$ cat config.mk
export PLATFORM = sky130hd
export DESIGN_NAME = natv_bus_tmo_bridge
export DESIGN_NICKNAME = d
export VERILOG_FILES = /design/src/rtl/natv_bus_pkg.sv /design/src/rtl/bus_wdog_cnt.sv /design/src/rtl/natv_bus_tmo_bridge.sv
export SDC_FILE = /design/constraint.sdc
export NUM_CORES = 1
export LEC_CHECK = 0
export ABC_AREA = 0
export CORE_MARGIN = 4
export CORE_UTILIZATION = 48
export CTS_BUF_LIST = sky130_fd_sc_hd__clkbuf_2
export CTS_CLUSTER_DIAMETER = 100
export DETAILED_ROUTE_END_ITERATION = 6
export PLACE_DENSITY_LB_ADDON = 0.08
export SYNTH_ARGS = -nofsm -noshare
export SYNTH_HDL_FRONTEND = slang
export SYNTH_SLANG_ARGS = --single-unit
$ cat constraint.sdc
create_clock -name clk_i -period 15.67 [get_ports clk_i]
set_input_delay 3.134 -clock clk_i [delete_from_list [all_inputs] [get_ports clk_i]]
set_output_delay 3.134 -clock clk_i [all_outputs]
set_load 0.1 [all_outputs]
$ cat src/rtl/natv_bus_pkg.sv
// Shared types and constants for the native-bus timeout bridge.
package natv_bus_pkg;

    typedef enum logic [1:0] {
        IDLE = 2'd0,
        REQ  = 2'd1,
        RESP = 2'd2
    } state_t;

    typedef struct packed {
        logic [31:0] addr;
        logic [31:0] wdata;
        logic [3:0]  wstrb;
    } natv_req_t;

    localparam logic [31:0] ERR_RDATA_DEF = 32'hDEAD_BEEF;

    // Watchdog counter width; a disabled watchdog still needs a legal 1-bit vector.
    function automatic int wdog_cnt_w(input int tmo_cyc);
        int w;
        w = $clog2(tmo_cyc + 1);
        return (w < 1) ? 1 : w;
    endfunction

endpackage

$ cat src/rtl/bus_wdog_cnt.sv
// Downstream watchdog: counts enabled cycles and pulses expire on the last allowed one.
module bus_wdog_cnt
    import natv_bus_pkg::*;
#(
    parameter int TMO_CYC = 1024
) (
    input  logic clk_i,
    input  logic rst_i,
    input  logic clr_i,
    input  logic en_i,
    output logic expire_o
);

    localparam int CW = wdog_cnt_w(TMO_CYC);

    generate
        if (TMO_CYC == 0) begin : g_off
            assign expire_o = 1'b0;
        end else begin : g_on
            localparam logic [CW-1:0] LAST = CW'(TMO_CYC - 1);
            logic [CW-1:0] r_cnt;

            always_ff @(posedge clk_i or posedge rst_i) begin
                if (rst_i) begin
                    r_cnt <= '0;
                end else if (clr_i) begin
                    r_cnt <= '0;
                end else if (en_i) begin
                    r_cnt <= r_cnt + CW'(1);
                end
            end

            assign expire_o = en_i && (r_cnt == LAST);
        end
    endgenerate

endmodule

$ cat src/rtl/natv_bus_tmo_bridge.sv
// Registered single-outstanding slice on the native core bus with a timeout watchdog
// that completes hung accesses with error data and records sticky error status.
module natv_bus_tmo_bridge
    import natv_bus_pkg::*;
#(
    parameter int          TMO_CYC   = 1024,
    parameter logic [31:0] ERR_RDATA = ERR_RDATA_DEF,
    parameter int          ECNT_W    = 8
) (
    input  logic              clk_i,
    input  logic              rst_i,
    input  logic              s_valid_i,
    input  logic [31:0]       s_addr_i,
    input  logic [31:0]       s_wdata_i,
    input  logic [3:0]        s_wstrb_i,
    output logic [31:0]       s_rdata_o,
    output logic              s_ready_o,
    output logic              m_valid_o,
    output logic [31:0]       m_addr_o,
    output logic [31:0]       m_wdata_o,
    output logic [3:0]        m_wstrb_o,
    input  logic [31:0]       m_rdata_i,
    input  logic              m_ready_i,
    input  logic              clr_i,
    output logic              tmo_irq_o,
    output logic [31:0]       err_addr_o,
    output logic [ECNT_W-1:0] err_cnt_o
);

    state_t            r_state;
    natv_req_t         r_req;
    logic              r_m_valid;
    logic              r_s_ready;
    logic [31:0]       r_s_rdata;
    logic              r_tmo_irq;
    logic [31:0]       r_err_addr;
    logic [ECNT_W-1:0] r_err_cnt;

    logic              w_capture;
    logic              w_in_req;
    logic              w_expire;
    logic              w_timeout;
    logic [ECNT_W-1:0] w_cnt_base;
    logic [ECNT_W-1:0] w_cnt_inc;

    // The core still holds valid during its ready cycle, so that cycle must not start a new access.
    assign w_capture = (r_state == IDLE) && s_valid_i && !r_s_ready;
    assign w_in_req  = (r_state == REQ);
    // A slave answering on the expiry cycle still gets its data through.
    assign w_timeout = w_expire && !m_ready_i;

    bus_wdog_cnt #(
        .TMO_CYC (TMO_CYC)
    ) u_wdog (
        .clk_i    (clk_i),
        .rst_i    (rst_i),
        .clr_i    (w_capture),
        .en_i     (w_in_req),
        .expire_o (w_expire)
    );

    always_ff @(posedge clk_i or posedge rst_i) begin
        if (rst_i) begin
            r_state   <= IDLE;
            r_req     <= '0;
            r_m_valid <= 1'b0;
            r_s_ready <= 1'b0;
            r_s_rdata <= '0;
        end else begin
            r_s_ready <= 1'b0;
            case (r_state)
                IDLE: begin
                    r_s_rdata <= '0;
                    if (w_capture) begin
                        r_req.addr  <= s_addr_i;
                        r_req.wdata <= s_wdata_i;
                        r_req.wstrb <= s_wstrb_i;
                        r_m_valid   <= 1'b1;
                        r_state     <= REQ;
                    end
                end
                REQ: begin
                    if (m_ready_i) begin
                        r_s_rdata <= m_rdata_i;
                        r_m_valid <= 1'b0;
                        r_state   <= RESP;
                    end else if (w_timeout) begin
                        r_s_rdata <= ERR_RDATA;
                        r_m_valid <= 1'b0;
                        r_state   <= RESP;
                    end
                end
                RESP: begin
                    r_s_ready <= 1'b1;
                    r_state   <= IDLE;
                end
                default: begin
                    r_m_valid <= 1'b0;
                    r_state   <= IDLE;
                end
            endcase
        end
    end

    // A clear in the same cycle as a timeout restarts the count from the new event.
    assign w_cnt_base = clr_i ? '0 : r_err_cnt;
    assign w_cnt_inc  = (&w_cnt_base) ? w_cnt_base : w_cnt_base + ECNT_W'(1);

    always_ff @(posedge clk_i or posedge rst_i) begin
        if (rst_i) begin
            r_tmo_irq  <= 1'b0;
            r_err_addr <= '0;
            r_err_cnt  <= '0;
        end else if (w_timeout) begin
            r_tmo_irq  <= 1'b1;
            r_err_addr <= r_req.addr;
            r_err_cnt  <= w_cnt_inc;
        end else if (clr_i) begin
            r_tmo_irq  <= 1'b0;
            r_err_addr <= '0;
            r_err_cnt  <= '0;
        end
    end

    assign s_rdata_o  = r_s_rdata;
    assign s_ready_o  = r_s_ready;
    assign m_valid_o  = r_m_valid;
    assign m_addr_o   = r_req.addr;
    assign m_wdata_o  = r_req.wdata;
    assign m_wstrb_o  = r_req.wstrb;
    assign tmo_irq_o  = r_tmo_irq;
    assign err_addr_o = r_err_addr;
    assign err_cnt_o  = r_err_cnt;

endmodule

# ---- Yosys cells after proc, flatten, opt, wreduce, memory -nomap -nowiden
# Cells that the tools add are included.
dict set report op_classes {
  addsub 2
  n_eq_ne 5
  n_reduce_logical 15
  n_mux 21
  bitwise_logic 1
}
# cell count
set ops {}
lappend ops {{$mux W32} 4}
lappend ops {{$pmux W32 S2} 1}
lappend ops {{$mux W8} 3}
lappend ops {{$mux W11} 2}
lappend ops {{$add A11 B1 Y11 const B} 1}
lappend ops {{$eq A11 B10 Y1 const B} 1}
lappend ops {{$add A8 B1 Y8 const B} 1}
lappend ops {{$reduce_and A8 Y1} 1}
lappend ops {{$mux W1} 6}
lappend ops {{$mux W2} 3}
lappend ops {{$reduce_and A2 Y1} 3}
lappend ops {{$reduce_bool A2 Y1} 3}
lappend ops {{$logic_and A1 B1 Y1} 4}
lappend ops {{$pmux W2 S2} 1}
lappend ops {{$ne A3 B3 Y1 const B} 1}
lappend ops {{$pmux W1 S3} 1}
lappend ops {{$reduce_and A3 Y1} 1}
lappend ops {{$eq A2 B1 Y1 const B} 1}
lappend ops {{$eq A2 B2 Y1 const B} 1}
lappend ops {{$logic_not A1 Y1} 2}
lappend ops {{$logic_not A2 Y1} 1}
lappend ops {{$ne A2 B1 Y1 const B} 1}
lappend ops {{$not A1 Y1} 1}
dict set report totals {
  register_bits 156
  inputBits 105
  elab_cells 55
  out_inout_bits 143
}

# ---- Longest topological paths before layout
# Gate-level depths: netlist of run 1.
dict set report logic_depth {
  ltp_word 6
  depth_mapped 7
  mapped_depth_nobuf 6
}

# ---- Hierarchy
# A second synthesis of run 1 with hierarchy kept.
dict set report unflattened {
  cells_unflattened 498
  area_unflattened_um2 6296.0
}
# module n_inst area_each_um2 seq_area_each_um2 cells_per_inst
set by_module_without_submodules {}
lappend by_module_without_submodules {natv_bus_tmo_bridge 1 5728.0 3628.5 441}
lappend by_module_without_submodules {bus_wdog_cnt 1 568.0 275.3 57}

# ---- Worst setup path after synthesis of run 1
# No wires, ideal clock.
dict set report synth_path {
  kind {input to register}
  start {in clr_i}
  end {reg r_err_cnt[1] (netlist: err_cnt_o[1])}
  required_ps 15545
  path_buffers 1
  t_arrival_ps 4438
  path_stages 7
  setup_ps 125
  slack_ps 11108
  cell_sequence {clkbuf_1 -> nor2b_1 -> ha_1 -> inv_1 -> nor3_1 -> nor2_1 -> mux2_2}
}
dict set report synth_via {
  elab_chain_len 4
  elab_cells_between_ends 5
  classes_between {add/sub: 1; mux: 3; reduce/logical: 1}
}
# item line
set synth_lines {}
lappend synth_lines {{start: declaration} natv_bus_tmo_bridge.sv:24} ;# input logic clr_i,
lappend synth_lines {{$mux W8 *} --}
lappend synth_lines {{$add A8 B1 Y8 or $reduce_and A8 Y1 (tied branches)} natv_bus_tmo_bridge.sv:107} ;# assign w_cnt_inc = (&w_cnt_base) ? w_cnt_base : w_cnt_base + ECNT_W'(1);
lappend synth_lines {{$mux W8} natv_bus_tmo_bridge.sv:107}
lappend synth_lines {{$mux W8 *} natv_bus_tmo_bridge.sv:114} ;# end else if (w_timeout) begin
lappend synth_lines {{end signal: assignment} natv_bus_tmo_bridge.sv:117} ;# r_err_cnt <= w_cnt_inc;
lappend synth_lines {{end: declaration} natv_bus_tmo_bridge.sv:37} ;# logic [ECNT_W-1:0] r_err_cnt;
# Every way passes the cells marked *; elsewhere a longest branch is shown, timed or not.
# A chain may end at the register's enable or synchronous reset.

# ---- Final worst setup path of run 1
dict set report layout_path {
  start {reg r_err_cnt[5] (netlist: err_cnt_o[5])}
  end {out err_cnt_o[5]}
}
# item line
set layout_lines {}
lappend layout_lines {{end: declaration} natv_bus_tmo_bridge.sv:27} ;# output logic [ECNT_W-1:0] err_cnt_o
# No word-level cell between the ends.

==> results of run 1 <==
-- layer usage --
metal | track usage (%) | wire length [um] | up-vias
met1 | 26.79 | 6490 | 2404
met4 | 8.677 | 398 | 0
li1 | - | - | 2341
met5 | 0 | 0 | -
met3 | 10.46 | 1817 | 26
met2 | 35.90 | 8009 | 199
-- metrics by stage --
step           cell area, um2  hold WS, ns
2_1_floorplan            6277       0.5151
3_3_place_gp             8902       0.4640
3_5_place_dp             8902       0.4675
4_1_cts                  9107       0.5074
5_1_grt                  9107       0.5410
6_report                 9107       0.5030
-- logic make-up after synthesis --
family                   Yosys count
flip-flops                       156
AND/OR/NAND/NOR                  119
buffers and inverters             40
AO/OA/AOI/OAI                    134
adder cells (fa/ha/maj)            2
XOR/XNOR                          10
multiplexers                      69
-- worst max-delay path by stage --
stage                            start             to  slack, ns  cells after the start
after CTS                 err_cnt_o[5]   err_cnt_o[5]      10.10                      1
after floorplan                  rst_i  err_addr_o[0]       8.33                      1
after global placement       m_ready_i  s_rdata_o[14]      10.35                      6
final                     err_cnt_o[5]   err_cnt_o[5]      10.16                      1
after detailed placement         clr_i   err_cnt_o[7]      10.28                      4
after global routing      err_cnt_o[5]   err_cnt_o[5]      10.01                      1
-- flip-flops by register name, summed over array words and instances (netlist names) --
name / flops
err_addr_o: 32
err_cnt_o: 8
m_addr_o: 32
m_valid_o: 1
m_wdata_o: 32
m_wstrb_o: 4
r_state: 2
s_rdata_o: 32
s_ready_o: 1
tmo_irq_o: 1
u_wdog.g_on.r_cnt: 11
-- cell usage in the layout, fill, tap and decap left out, types with 3 or more instances in the layout --
cell	count
nor2_1	13
nand3_1	3
o21ai_0	58
nand4_1	4
xor2_1	6
xnor2_1	4
dfrtp_1	156
clkdlybuf4s50_1	247
clkbuf_2	21
nand2_1	75
a22o_1	8
inv_1	5
a31oi_1	3
nor3_1	4
nor2b_1	3
clkinv_1	6
mux2_2	69
buf_4	5
a21oi_1	53
-- cell usage after synthesis (2+ instances only) --
| cell | count |
|---|---|
| a31oi_1 | 3 |
| nand2_1 | 75 |
| nand4_1 | 4 |
| or4_1 | 2 |
| nor2_1 | 13 |
| nor3_1 | 4 |
| o21ai_0 | 58 |
| a22oi_1 | 2 |
| ha_1 | 2 |
| xnor2_1 | 4 |
| inv_1 | 6 |
| clkinv_1 | 2 |
| dfrtp_1 | 156 |
| and4b_1 | 2 |
| o31ai_1 | 2 |
| a21oi_1 | 53 |
| mux2_2 | 69 |
| nor4_1 | 2 |
| a22o_1 | 8 |
| nand3_1 | 3 |
| nor2b_1 | 3 |
| xor2_1 | 6 |
| clkbuf_1 | 32 |
-- final cells by class --
class	instances	area (um2)
clock buffers	21	105.1
well taps	172	215.2
repair buffers	252	2510
fillers	978	3615
flip-flops and latches	156	3904
clock inverters	10	100.1
inverters	8	35.03
multi-input cells	334	2238
==> impl_results.md, run 1 <==
- Status: complete, no violations
- Pin count of the biggest net entering global routing: 83
- Hold Path End: tmo_irq_o
- Count of buffer and inverter cells on the critical path: 1
- Xor/xnor cell area share of the yosys netlist: 1.395%
- Post-Synthesis Cell Area: 0.006277 mm2
- Synth Instances: 530
- I/O pin count: 248
- Vias per cell: 5.215
- Detailed placer's ending HPWL: 11870 um
- Worst slew margin: 30.59%
- Synth unique cells: 42
- CP Launch Type: flip-flop
- Worst-Skew Late Latency: 0.70 ns
- Final worst slack: 10.16 ns
- Hold path start: tmo_irq_o
- Simple-Gate Fraction of Synth Area: 9.229%
- Prevailing post-synth register cell: dfrtp_1
- Final setup fails: 0
- CP Capture Type: output pin
- Clock Sinks: 156
- Count of flip-flops with a built-in enable after synthesis: 0
- Critical path's slowest cell: clkdlybuf4s50_1
- ANT nets after route: 0
- Clock root buffer: clkbuf_2
- Yosys reg bits: 156
- Clock Skew: 0.02790 ns
- Max H-tree Level: 4
- PortBufs: 247
- Reg2reg setup slack: 13.01 ns
- Top delay family on crit path: buffers and inverters
- 1st-pass router iterations: 5
- GP Congestion: 0.8012
- Fraction of layout instances using a drive strength above 1: 14.08%
- Die Area: 0.01497 mm2
- Worst-margin pin slew: 1.038 ns
- Sum Neg Setup Slack: 0 ns
- Clk pin slew, worst setup/hold paths: 0.21 ns
- TritonCTS clock tree: yes
- Yosys warning count: 0
- Async SR Flop Fraction: 100.0%
- Worst r2r dst: err_cnt_o[3]
- Area leader, netlist: dfrtp_1
- Largest family of logic cells by synthesized area: multiplexers
- Post-Layout Cell Count: 953
- Critical path's largest stage delay: 1.18 ns
- Synth Area in Compound Gates: 12.02%
- Post-synth top area share: 62.19%
- Total Routing Usage GR: 22.55%
- Hold Path Class: reg -> reg
- Min Tclk post-route: 5.506 ns
- Max Buffers Root-to-Sink: 2
- Avg Cell Area, Syn: 11.84 um2
- Final net count: 876
- Critical-path cell list: clkdlybuf4s50_1
- Core area: 0.01272 mm2
- CP Data Arrival Time: 2.37 ns
- Final hold violation count: 0
- DRC violations left: 0
- Global-route wire length before repair: 26260 um
- Hold Crit Depth: 1
- Worst reg2reg startpoint: r_state[0]
- Drt initial violations: 376
- Ant diodes: 0
- Critical Path Fanout Max: 7
- # Post-CTS Setup Buffers: 0
- Post_cts resized: 0
- Vias in the first global route: 5215
- Hold Buf Count CTS: 0
- Starting density of the core: 49.34%
- Req. time, crit path: 12.54 ns
- Synth top area cells: dfrtp_1, mux2_2, o21ai_0, nand2_1, a21oi_1
- Period utilization: 35.13%
- RSZ-0062 raised after global routing: no
- Chip height: 122.4 um
- Sequential share of the synthesized area: 62.19%
- Rows: 41
- Slew Limit Fails: 0
- Global route overflow: 0
- CP Class: reg -> out
- DR vias: 4970
- WL/cell: 17.54 um
- Adder-Cell Fraction of Synth Area: 0.3986%
- Antenna violations before repair: 0
- Post-layout util: 71.59%
- Reg2Reg Depth: 4
- Clock buffer count from CTS: 17
- Post-Place Worst Slack: 10.28 ns
- Fmax: 181.6 MHz
- Multiplexer share of the synthesized area: 12.38%
- Area growth syn-to-layout: 45.09%
- Die X: 122.4 um
- Max Cap Viol: 0
- Number of placed cells counting well taps: 922
- Syn Nets: 637
- Final wirelength: 16720 um
Power of run 1 is not shown: default switching activity piles up to over one toggle a cycle in this logic, so the estimate is an artifact.
==> run 2: changes to the inputs <==
--- a/config.mk
+++ b/config.mk
@@ -7,7 +7,7 @@
 export LEC_CHECK = 0
 export ABC_AREA = 0
 export CORE_MARGIN = 4
-export CORE_UTILIZATION = 48
+export CORE_UTILIZATION = 45
 export CTS_BUF_LIST = sky130_fd_sc_hd__clkbuf_2
 export CTS_CLUSTER_DIAMETER = 100
 export DETAILED_ROUTE_END_ITERATION = 6
==> constraint.sdc (replaced) <==
create_clock -name clk_i -period 5.6 [get_ports clk_i]
set_input_delay 1.12 -clock clk_i [delete_from_list [all_inputs] [get_ports clk_i]]
set_output_delay 1.12 -clock clk_i [all_outputs]
set_load 0.1 [all_outputs]
==> impl_results.md, run 2 (synthesis results as in run 1) <==
- Post_cts resized: 0
- Vias per cell: 5.251
- Worst-margin pin slew: 1.071 ns
- Detailed placer's ending HPWL: 11910 um
- I/O pin count: 248
- Top delay family on crit path: buffers and inverters
- Sum Neg Setup Slack: 0 ns
- Most common cell after layout, fill and taps aside: clkdlybuf4s50_1
- CP Class: reg -> out
- Clock Skew: 0.02377 ns
- Clk pin slew, worst setup/hold paths: 0.20 ns
- Clock Sinks: 156
- Rows: 42
- Global-route wire length before repair: 27340 um
- Status: complete, no violations
- Clock buffer count from CTS: 17
- Final setup fails: 0
- Critical Path Fanout Max: 7
- Period utilization: 62.03%
- GP Congestion: 0.8451
- Core area: 0.01345 mm2
- Max H-tree Level: 4
- CP Launch Type: flip-flop
- Clock root buffer: clkbuf_2
- Req. time, crit path: 4.48 ns
- WL/cell: 17.62 um
- Hold Path Class: reg -> reg
- Pin count of the biggest net entering global routing: 89
- Global route overflow: 0
- Count of buffer and inverter cells on the critical path: 1
- 1st-pass router iterations: 4
- Drt initial violations: 336
- Chip height: 126.1 um
- Fraction of layout instances using a drive strength above 1: 14.32%
- Area growth syn-to-layout: 44.53%
- Critical-path cell list: clkdlybuf4s50_1
- ANT nets after route: 0
- PortBufs: 247
- Die X: 126.1 um
- Final wirelength: 16890 um
- # Post-CTS Setup Buffers: 0
- DRC violations left: 0
- Min Tclk post-route: 3.474 ns
- Die Area: 0.01590 mm2
- Max Buffers Root-to-Sink: 2
- Slew Limit Fails: 0
- Critical path's largest stage delay: 1.18 ns
- DR vias: 5036
- Total Routing Usage GR: 21.59%
- Antenna violations before repair: 1
- Vias in the first global route: 5175
- Starting density of the core: 46.66%
- Worst slew margin: 28.40%
- Final hold violation count: 0
- Final net count: 877
- Fmax: 287.9 MHz
- CP Data Arrival Time: 2.35 ns
- Commonest non-fill, non-tap cells in the layout: clkdlybuf4s50_1, dfrtp_1, nand2_1
- Hold Buf Count CTS: 0
- CP Capture Type: output pin
- TritonCTS clock tree: yes
- RSZ-0062 raised after global routing: no
- Worst-Skew Late Latency: 0.69 ns
- Critical path's slowest cell: clkdlybuf4s50_1
- Max Cap Viol: 0
## run 2: changes by cell type in the layout (fill, tap and decap cells not counted)
cell / delta
clkinvlp_4: -2
clkbuf_2: -1
diode_2: +1
clkinv_2: +5
buf_4: +1
clkinv_1: -1
clkinv_4: +1
bufinv_16: -2
## run 2: area by class of cell
class | instances | area (um2)
Fill cell | 1054 | 4380
Sequential cell | 156 | 3904
Timing Repair Buffer | 253 | 2517
Multi-Input combinational cell | 334 | 2238
Tap cell | 176 | 220.2
Clock buffer | 20 | 100.1
Clock inverter | 11 | 55.05
Inverter | 8 | 35.03
Antenna cell | 1 | 2.502
## run 2: final timing paths
kind,start,end,slack [ns],depth (start not counted)
max in group asynchronous,rst_i,err_addr_o[26],3.61,3
worst min-delay path,m_addr_o[3],err_addr_o[3],0.51,2
worst min register to register,m_addr_o[3],err_addr_o[3],0.51,2
min in group asynchronous,rst_i,m_wdata_o[10],0.94,2
worst max-delay path,err_cnt_o[5],err_cnt_o[5],2.13,1
worst max register to register,r_state[0],err_cnt_o[6],2.93,5
## run 2: layer usage
metal  wire [um]  GRT usage, %  vias up
met3        1779         9.865       34
met1        6935         27.16     2433
met5           0             0        -
met2        7708         32.43      229
met4         469         9.022        0
li1            -             -     2340
## run 2: per-stage QoR
stage | utilization (%) | hold WS [ns] | std cells | area (um2) | worst slack, ns
2_1_floorplan | - | 0.5151 | 530 | 6277 | 0.2735
3_3_place_gp | 66.27 | 0.4649 | 927 | 8915 | 2.316
3_5_place_dp | 66.27 | 0.4683 | 927 | 8915 | 2.241
4_1_cts | 67.42 | 0.5108 | 958 | 9070 | 2.011
5_1_grt | 67.44 | 0.5426 | 959 | 9072 | 1.948
6_report | 67.44 | 0.5076 | 959 | 9072 | 2.126
Power of run 2 is left out for the same reason.
==> run 3: changes to the inputs <==
==> constraint.sdc (replaced) <==
create_clock -name clk_i -period 3.6 [get_ports clk_i]
set_input_delay 0.72 -clock clk_i [delete_from_list [all_inputs] [get_ports clk_i]]
set_output_delay 0.72 -clock clk_i [all_outputs]
set_load 0.1 [all_outputs]
==> impl_results.md, run 3 (synthesis results as in run 1) <==
- Max Cap Viol: 0
- Core area: 0.01345 mm2
- Clock Skew: 0.02610 ns
- Hold Slack: 0.4803 ns
- Most common cell after layout, fill and taps aside: clkdlybuf4s50_1
- Critical Path Fanout Max: 7
- Critical path's largest stage delay: 1.19 ns
- Detailed placer's ending HPWL: 12190 um
- Post_cts resized: 0
- Slew Limit Fails: 0
- Status: complete, no violations
- PortBufs: 247
- Antenna violations before repair: 1
- TritonCTS clock tree: yes
- Final hold violation count: 0
- Final wirelength: 16700 um
- Clk pin slew, worst setup/hold paths: 0.21 ns
- Final setup fails: 0
- Hold Path Class: in -> async
- DR vias: 5052
- Post-Layout Cell Count: 964
- Die X: 126.1 um
- Min Tclk post-route: 3.079 ns
- Sum Neg Setup Slack: 0 ns
- Hold Buf Count CTS: 0
- Critical-path cell list: clkdlybuf4s50_1
- Critical path's slowest cell: clkdlybuf4s50_1
- Worst slew margin: 30.14%
- RSZ-0062 raised after global routing: no
- Pin count of the biggest net entering global routing: 66
- ANT nets after route: 0
- Worst-Skew Late Latency: 0.67 ns
- 1st-pass router iterations: 5
- CP Data Arrival Time: 2.36 ns
- CP Capture Type: output pin
- Vias in the first global route: 5208
- I/O pin count: 248
- Total Routing Usage GR: 21.31%
- Rows: 42
- WL/cell: 17.32 um
- GP Congestion: 0.8334
- Die Area: 0.01590 mm2
- Area growth syn-to-layout: 45.98%
- Area after DPL: 0.008981 mm2
- Fmax: 324.8 MHz
- Top delay family on crit path: buffers and inverters
- Clock root buffer: clkbuf_2
- Commonest non-fill, non-tap cells in the layout: clkdlybuf4s50_1, dfrtp_1, nand2_1
- Number of placed cells counting well taps: 931
- Chip height: 126.1 um
- Final Instance Area: 0.009164 mm2
- Worst-margin pin slew: 1.045 ns
- Max Buffers Root-to-Sink: 2
- Starting density of the core: 46.66%
- Global route overflow: 0
- Global-route wire length before repair: 27220 um
- CP Launch Type: flip-flop
- Max H-tree Level: 4
- Drt initial violations: 419
- FILL cells: 1043
- CP Class: reg -> out
- Multi-input logic area: 0.002238 mm2
- Fraction of layout instances using a drive strength above 1: 15.12%
- # Post-CTS Setup Buffers: 0
- Storage cell area: 0.003904 mm2
- Final net count: 881
- Vias per cell: 5.241
- Period utilization: 85.52%
- DRC violations left: 0
- Clock Sinks: 156
- Count of buffer and inverter cells on the critical path: 1
- Clock buffer count from CTS: 17
- Req. time, crit path: 2.88 ns
run 3: area by class of cell:
class,count,share of cell area (%)
Antenna cell,1,0.02731
Clock buffer,20,1.092
Sequential cell,156,42.60
Timing Repair Buffer,257,28.21
Inverter,8,0.3687
Clock inverter,12,0.8738
Tap cell,176,2.403
Multi-Input combinational cell,334,24.43
run 3: final timing paths:
check                                     startpoint        endpoint  slack [ns]  cells after the start
worst max-delay path                    err_cnt_o[5]    err_cnt_o[5]        0.52                      1
worst min-delay path                           rst_i   m_wdata_o[23]        0.48                      2
worst max register to register  u_wdog.g_on.r_cnt[1]  err_addr_o[24]        1.34                      6
worst min register to register             tmo_irq_o       tmo_irq_o        0.50                      1
max in group asynchronous                      rst_i  err_addr_o[27]        2.34                      3
min in group clk_i                         tmo_irq_o       tmo_irq_o        0.50                      1
run 3: per-stage QoR:
stage | util [%] | worst slack, ns
after CTS | 68.10 | 0.4374
after detailed placement | 66.76 | 0.7967
after global routing | 68.12 | 0.3377
final | 68.12 | 0.5212
after global placement | 66.76 | 0.9371
after floorplan | - | 0.9071
run 3: routing by layer:
metal,GRT usage (%),wire length (um)
met2,32.49,7806
met1,26.79,6683
met5,0,0
met3,10.03,1841
met4,7.508,364
Power of run 3 is left out for the same reason.
